--- src/rtl/link_rx_deframer.sv ---
// -----------------------------------------------------------------------------
// link_rx_deframer
//
// Receive side of the serial link. The forwarded bit clock (clkIn) and data
// line (dataIn) are synchronized into the clk domain, a bit is sampled on
// every falling edge of the synchronized bit clock, and FRAME_BITS samples are
// assembled into one parallel frame. The frame is offered on a valid/ready
// handshake. A frame that completes while the previous one is still pending
// is dropped and flagged as an overrun.
//
// Optional feature (compile-time macro LINK_RX_TIMEOUT_EN):
//   builds a stall timer that abandons a partial frame after TIMEOUT_CYCLES
//   clk cycles without a sample and raises the sticky errTimeout flag.
//   Without the macro there is no timer and no errTimeout port.
//
// Ports:
//   clk         system clock, the only clock
//   rst         asynchronous, active-low reset
//   clkIn       serial bit clock from the link (asynchronous)
//   dataIn      serial data from the link (asynchronous)
//   frame       last completed frame, bit 0 = first bit received
//   frameValid  frame holds an unaccepted frame
//   frameReady  consumer accepts frame when high together with frameValid
//   bitCount    bits captured so far in the current frame
//   busy        a frame is partially received
//   overrun     sticky: a frame completed while frameValid was not accepted
//   errTimeout  sticky: a partial frame was abandoned (timeout build only)
//   clrErr      synchronous clear of overrun / errTimeout (set wins)
// -----------------------------------------------------------------------------
module link_rx_deframer #(
  parameter int FRAME_BITS     = 256,
  parameter int SYNC_STAGES    = 2,
  parameter int TIMEOUT_CYCLES = 64
) (
  input  logic                          clk,
  input  logic                          rst,
  input  logic                          clkIn,
  input  logic                          dataIn,
  output logic [FRAME_BITS-1:0]         frame,
  output logic                          frameValid,
  input  logic                          frameReady,
  output logic [$clog2(FRAME_BITS):0]   bitCount,
  output logic                          busy,
  output logic                          overrun,
`ifdef LINK_RX_TIMEOUT_EN
  output logic                          errTimeout,
`endif
  input  logic                          clrErr
);

  localparam int CW = $clog2(FRAME_BITS) + 1;
  localparam int IW = (FRAME_BITS > 1) ? $clog2(FRAME_BITS) : 1;
  localparam logic [CW-1:0] LAST_BIT = CW'(FRAME_BITS - 1);
  localparam logic [CW-1:0] CNT_ONE  = CW'(1);

  typedef enum logic {
    S_IDLE = 1'b0,
    S_RECV = 1'b1
  } state_e;

  // ---------------------------------------------------------------------------
  // State
  // ---------------------------------------------------------------------------
  logic [SYNC_STAGES-1:0] clk_sync_q,  clk_sync_d;
  logic [SYNC_STAGES-1:0] data_sync_q, data_sync_d;
  logic                   clk_prev_q,  clk_prev_d;
  state_e                 state_q,     state_d;
  logic [CW-1:0]          bit_cnt_q,   bit_cnt_d;
  logic [FRAME_BITS-1:0]  shift_q,     shift_d;
  logic [FRAME_BITS-1:0]  frame_q,     frame_d;
  logic                   frame_valid_q, frame_valid_d;
  logic                   overrun_q,   overrun_d;

`ifdef LINK_RX_TIMEOUT_EN
  localparam int TW = $clog2(TIMEOUT_CYCLES + 1);
  localparam logic [TW-1:0] STALL_LAST = TW'(TIMEOUT_CYCLES - 1);
  localparam logic [TW-1:0] STALL_ONE  = TW'(1);

  logic [TW-1:0]          stall_q,     stall_d;
  logic                   err_timeout_q, err_timeout_d;
`endif

  logic sample;
  logic sample_bit;

  // ---------------------------------------------------------------------------
  // Next-state logic
  // ---------------------------------------------------------------------------
  always_comb begin
    // NOTE: every variable gets a default before any branch so no path leaves
    // it unassigned; a missing default here would infer a latch.
    clk_sync_d    = {clk_sync_q[SYNC_STAGES-2:0], clkIn};
    data_sync_d   = {data_sync_q[SYNC_STAGES-2:0], dataIn};
    clk_prev_d    = clk_sync_q[SYNC_STAGES-1];
    state_d       = state_q;
    bit_cnt_d     = bit_cnt_q;
    shift_d       = shift_q;
    frame_d       = frame_q;
    frame_valid_d = frame_valid_q;
    overrun_d     = overrun_q;

    // Falling edge of the synchronized bit clock. Data went through a
    // synchronizer of the same depth, so it is aligned with the edge.
    sample     = clk_prev_q & ~clk_sync_q[SYNC_STAGES-1];
    sample_bit = data_sync_q[SYNC_STAGES-1];

    // Clear first so that a same-cycle error set below overrides it.
    if (clrErr) begin
      overrun_d = 1'b0;
    end

    if (frame_valid_q && frameReady) begin
      frame_valid_d = 1'b0;
    end

    if (sample) begin
      shift_d[bit_cnt_q[IW-1:0]] = sample_bit;
      if (bit_cnt_q == LAST_BIT) begin
        state_d   = S_IDLE;
        bit_cnt_d = '0;
        // An accept in this same cycle frees the output register, so the new
        // frame can load without an overrun.
        if (!frame_valid_q || frameReady) begin
          frame_d       = shift_d;
          frame_valid_d = 1'b1;
        end else begin
          overrun_d = 1'b1;
        end
      end else begin
        state_d   = S_RECV;
        bit_cnt_d = bit_cnt_q + CNT_ONE;
      end
    end

`ifdef LINK_RX_TIMEOUT_EN
    stall_d       = '0;
    err_timeout_d = err_timeout_q;
    if (clrErr) begin
      err_timeout_d = 1'b0;
    end
    // The timer only runs between samples of a partial frame.
    if (state_q == S_RECV && !sample) begin
      if (stall_q == STALL_LAST) begin
        state_d       = S_IDLE;
        bit_cnt_d     = '0;
        err_timeout_d = 1'b1;
      end else begin
        stall_d = stall_q + STALL_ONE;
      end
    end
`endif
  end

  // ---------------------------------------------------------------------------
  // Registers
  // ---------------------------------------------------------------------------
  always_ff @(posedge clk or negedge rst) begin
    if (!rst) begin
      clk_sync_q    <= '0;
      data_sync_q   <= '0;
      clk_prev_q    <= 1'b0;
      state_q       <= S_IDLE;
      bit_cnt_q     <= '0;
      // NOTE: the shift register is wide but still reset; a reset must leave
      // no trace of a partial frame anywhere in the block.
      shift_q       <= '0;
      frame_q       <= '0;
      frame_valid_q <= 1'b0;
      overrun_q     <= 1'b0;
`ifdef LINK_RX_TIMEOUT_EN
      stall_q       <= '0;
      err_timeout_q <= 1'b0;
`endif
    end else begin
      // NOTE: non-blocking assignments only, so every flop updates from the
      // values present before the edge regardless of statement order.
      clk_sync_q    <= clk_sync_d;
      data_sync_q   <= data_sync_d;
      clk_prev_q    <= clk_prev_d;
      state_q       <= state_d;
      bit_cnt_q     <= bit_cnt_d;
      shift_q       <= shift_d;
      frame_q       <= frame_d;
      frame_valid_q <= frame_valid_d;
      overrun_q     <= overrun_d;
`ifdef LINK_RX_TIMEOUT_EN
      stall_q       <= stall_d;
      err_timeout_q <= err_timeout_d;
`endif
    end
  end

  // ---------------------------------------------------------------------------
  // Outputs
  // ---------------------------------------------------------------------------
  assign frame      = frame_q;
  assign frameValid = frame_valid_q;
  assign bitCount   = bit_cnt_q;
  assign busy       = (state_q == S_RECV);
  assign overrun    = overrun_q;
`ifdef LINK_RX_TIMEOUT_EN
  assign errTimeout = err_timeout_q;
`endif

endmodule

--- config.mk ---
export PLATFORM = sky130hd
export DESIGN_NAME = link_rx_deframer
export DESIGN_NICKNAME = d
export VERILOG_FILES = /design/src/rtl/link_rx_deframer.sv
export SDC_FILE = /design/constraint.sdc
export NUM_CORES = 1
export LEC_CHECK = 0
export ABC_AREA = 1
export BUFFER_PORTS_ARGS = -buffer_cell sky130_fd_sc_hd__buf_2
export CORE_MARGIN = 4
export CORE_UTILIZATION = 49
export DETAILED_ROUTE_END_ITERATION = 7
export PLACE_DENSITY = 0.66
export SYNTH_ARGS = -nofsm -noshare
export SYNTH_HDL_FRONTEND = slang
export SYNTH_SLANG_ARGS = --single-unit
export TNS_END_PERCENT = 100
--- constraint.sdc ---
create_clock -name clk -period 3.3 [get_ports clk]
set_input_delay 0.165 -clock clk [delete_from_list [all_inputs] [get_ports clk]]
set_output_delay 0.165 -clock clk [all_outputs]
set_load 0.01 [all_outputs]
==> impl_metrics.tcl <==
set metrics [dict create \
    fill_cells 4597 \
    grt_max_degree 143 \
    yosysTopAreaCellShare 0.5277 \
    synth.net_count 3434 \
    multiInputGateArea_sq_mm 0.01048 \
    synth_cell_types 26 \
    cpMaxStageDelayCell "nor2_1" \
    syn_area_sq_mm 0.02509 \
    vias 22680 \
    grt.overflow.total 0 \
    vias_per_cell 5.281 \
    h-tree-depth 2 \
    ff_latch_area_sq_mm 0.01324 \
    cts_setup_buffers 0 \
    relSlewSlack 0.3094 \
    clock_latency_ns 0.61 \
    clock-sinks 529 \
    worstPathCellList "inv_2, nand2_4, nor2_1, nand3_4, nor2_8, buf_12, nand2_1, nand2_1" \
    fin_util 0.5674 \
    synth-edff-count 0 \
    synth_area_leaders "dfrtp_1, nand2_1, nand3_1" \
    grt_pass1_vias 21610 \
    gp_congestion 0.8534 \
    worst-path-buf-inv 2 \
    synthSimpleGateAreaFrac 0.4017 \
    hold-worst-slack_ns 0.08189 \
    ys.flop_type "dfrtp_1" \
    clk_pin_slew_worst_paths_ns 0.06 \
    worst_slew_pin_slew_ns 1.036 \
    wl_microns 74660 \
    num_io_pins 274 \
    synth_fa_ha_area_frac 0.001995 \
    cts_resized 0 \
    yosysTopAreaCell "dfrtp_1" \
    cp_top_family "simple AND/OR/NAND/NOR gates" \
    yosysSeqAreaShare 0.5277 \
    crit_required_ns 3.84 \
    die_w_microns 234.3 \
    drtAntennaViolNets 0 \
    cap_violations 0 \
    worstSetupPathType "flip-flop to flip-flop" \
    fmax_ghz 0.4020 \
    hold_violations 0 \
    avgSynthCellArea_sq_um 7.327 \
    cts_tree "done" \
    async_flop_share 1.000 \
    crit_arrival_ns 3.03 \
    avgRoutedWirePerCell_microns 17.39 \
    maxSlewViolCount 0 \
    die_area_sq_mm 0.05488 \
    rows 82 \
    total_power_w 0.01506 \
    setup_violations 0 \
    critPathMostFrequentCell "nand2_1" \
    p_leak_nw 16.86 \
    track_usage 0.2702 \
    cts_root_buffer "clkbuf_16" \
    io_buffers 273 \
    synth_mux_area_frac 0 \
    rsz0062_at_grt "no" \
    drive_above_1_share 0.1248 \
    crit_fanout 110 \
    endpoint_kind "flip-flop" \
    cp-start-kind "flip-flop" \
    clk_path_buf_depth 3 \
    fp.dieH_microns 234.3 \
    cts_made_buffers 55 \
    post-route-period-util 0.7538 \
    drt-pass1-iter-count 6 \
    first_iter_violations 2348 \
    grt_pass1_wl_microns 118400 \
    diodes 0 \
    min_period_ns 2.488 \
    core_area_sq_mm 0.05038 \
    ys_seq_elements 529 \
    vdd_ir_drop_max_mv 0.4196 \
    synth_compound_area_frac 0.009227 \
    drc 0 \
    initial_core_util 0.4980 \
    synth_top_family_by_area "simple AND/OR/NAND/NOR gates" \
    status "finished clean" \
    syn_inst 3424 \
    cp_slowest_stage_delay_ns 0.41 \
    fin_setup_tns_ns 0 \
    powerDensity_mw_per_mm2 527.0 \
    yosys_warnings 0 \
    syn_to_final_growth_pct 13.93 \
    antenna_found_initial 0 \
    clock_skew_ns 0.02383 \
    synth_xor_area_frac 0.0006983 \
    fin_nets 3591 \
    dp_hpwl_microns 45100 \
    hp-class "primary input to flip-flop" \
]
[layer usage]
metal | global-route usage | routed length, microns
met1 | 0.3846 | 32750
met2 | 0.4305 | 34450
met3 | 0.03936 | 5217
met4 | 0.08615 | 2248
met5 | 0 | 0
[flip-flops by register name, indices dropped and copies added, names as in the netlist]
register	flops
shift_q	256
bitCount	9
frameValid	1
clk_prev_q	1
clk_sync_q	2
frame	256
busy	1
data_sync_q	2
overrun	1
[final cells by class]
type	count	area share
Multi-Input combinational cell	2633	0.3668
Tap cell	672	0.02942
Clock inverter	18	0.008405
Clock buffer	80	0.05748
Inverter	31	0.004334
Sequential cell	529	0.4633
Timing Repair Buffer	331	0.07031
[worst register-to-register path, stage by stage, from the launching register on]
cell and delay (ns):
dfrtp_1 0.39, inv_2 0.11, nand2_4 0.27, nor2_1 0.43, nand3_4 0.22, nor2_8 0.23, buf_12 0.37, nand2_1 0.33
nand2_1 0.08
[placed cells by master (no fill, tap or decap), types with 13 or more instances in the layout]
cell       instances
o21ai_0           44
dfrtp_1          528
clkbuf_16         57
nor2_1            28
buf_2            272
buf_12            15
nand2_1         2260
buf_4             39
clkbuf_8          13
nand3_1          259
inv_1             21
[power breakdown]
| group | total, W | switching [W] | internal (W) |
|---|---|---|---|
| registers | 0.00679 | 0.000148 | 0.00664 |
| logic | 0.00177 | 0.00146 | 0.000308 |
| clock network | 0.00651 | 0.00261 | 0.00390 |
[stage by stage]
| step | instances | setup WS (ns) | area, sq um |
|---|---|---|---|
| 3_3_place_gp | 4192 | 0.9801 | 26660 |
| 3_5_place_dp | 4192 | 0.8957 | 26660 |
| 6_report | 4294 | 0.8125 | 28580 |
| 5_1_grt | 4294 | 0.6691 | 28580 |
| 4_1_cts | 4294 | 0.8668 | 28580 |
| 2_1_floorplan | 3424 | 1.445 | 25090 |
[worst paths after layout]
kind	startpoint	to	slack [ns]	cells past startpoint
min in group asynchronous	rst	frame[23]	0.17	2
setup reg to reg	clk_sync_q[1]	frame[211]	0.81	8
hold reg to reg	clk_sync_q[0]	clk_sync_q[1]	0.36	0
max in group asynchronous	rst	busy	1.97	4
setup / recovery	clk_sync_q[1]	frame[211]	0.81	8
hold / removal	frameReady	frameValid	0.08	4
[Yosys cell counts (2+ instances only)]
library cell / number
buf_1: 6
nand3_1: 259
buf_2: 60
o21ai_0: 44
nand2_1: 2261
buf_8: 2
xor2_1: 2
nor2_1: 48
ha_1: 4
buf_4: 2
nand4_1: 5
dfrtp_1: 529
clkbuf_1: 110
inv_1: 22
inv_2: 9
buf_6: 51
[cells by family (layout without fill, tap and decap cells)]
family / count (synthesis) / in the layout
compound gates: 46 / 46
xor+xnor: 2 / 2
buf+inv: 262 / 460
simple gates: 2581 / 2581
fa+ha+maj: 4 / 4
flops: 529 / 529
[what timing repair did]
item,4_1_cts,5_1_grt
hold endpoints to repair,81,0
hold buffers,4,0
setup endpoints to repair,0,0
No activity file was read; power rests on OpenSTA's default activity.
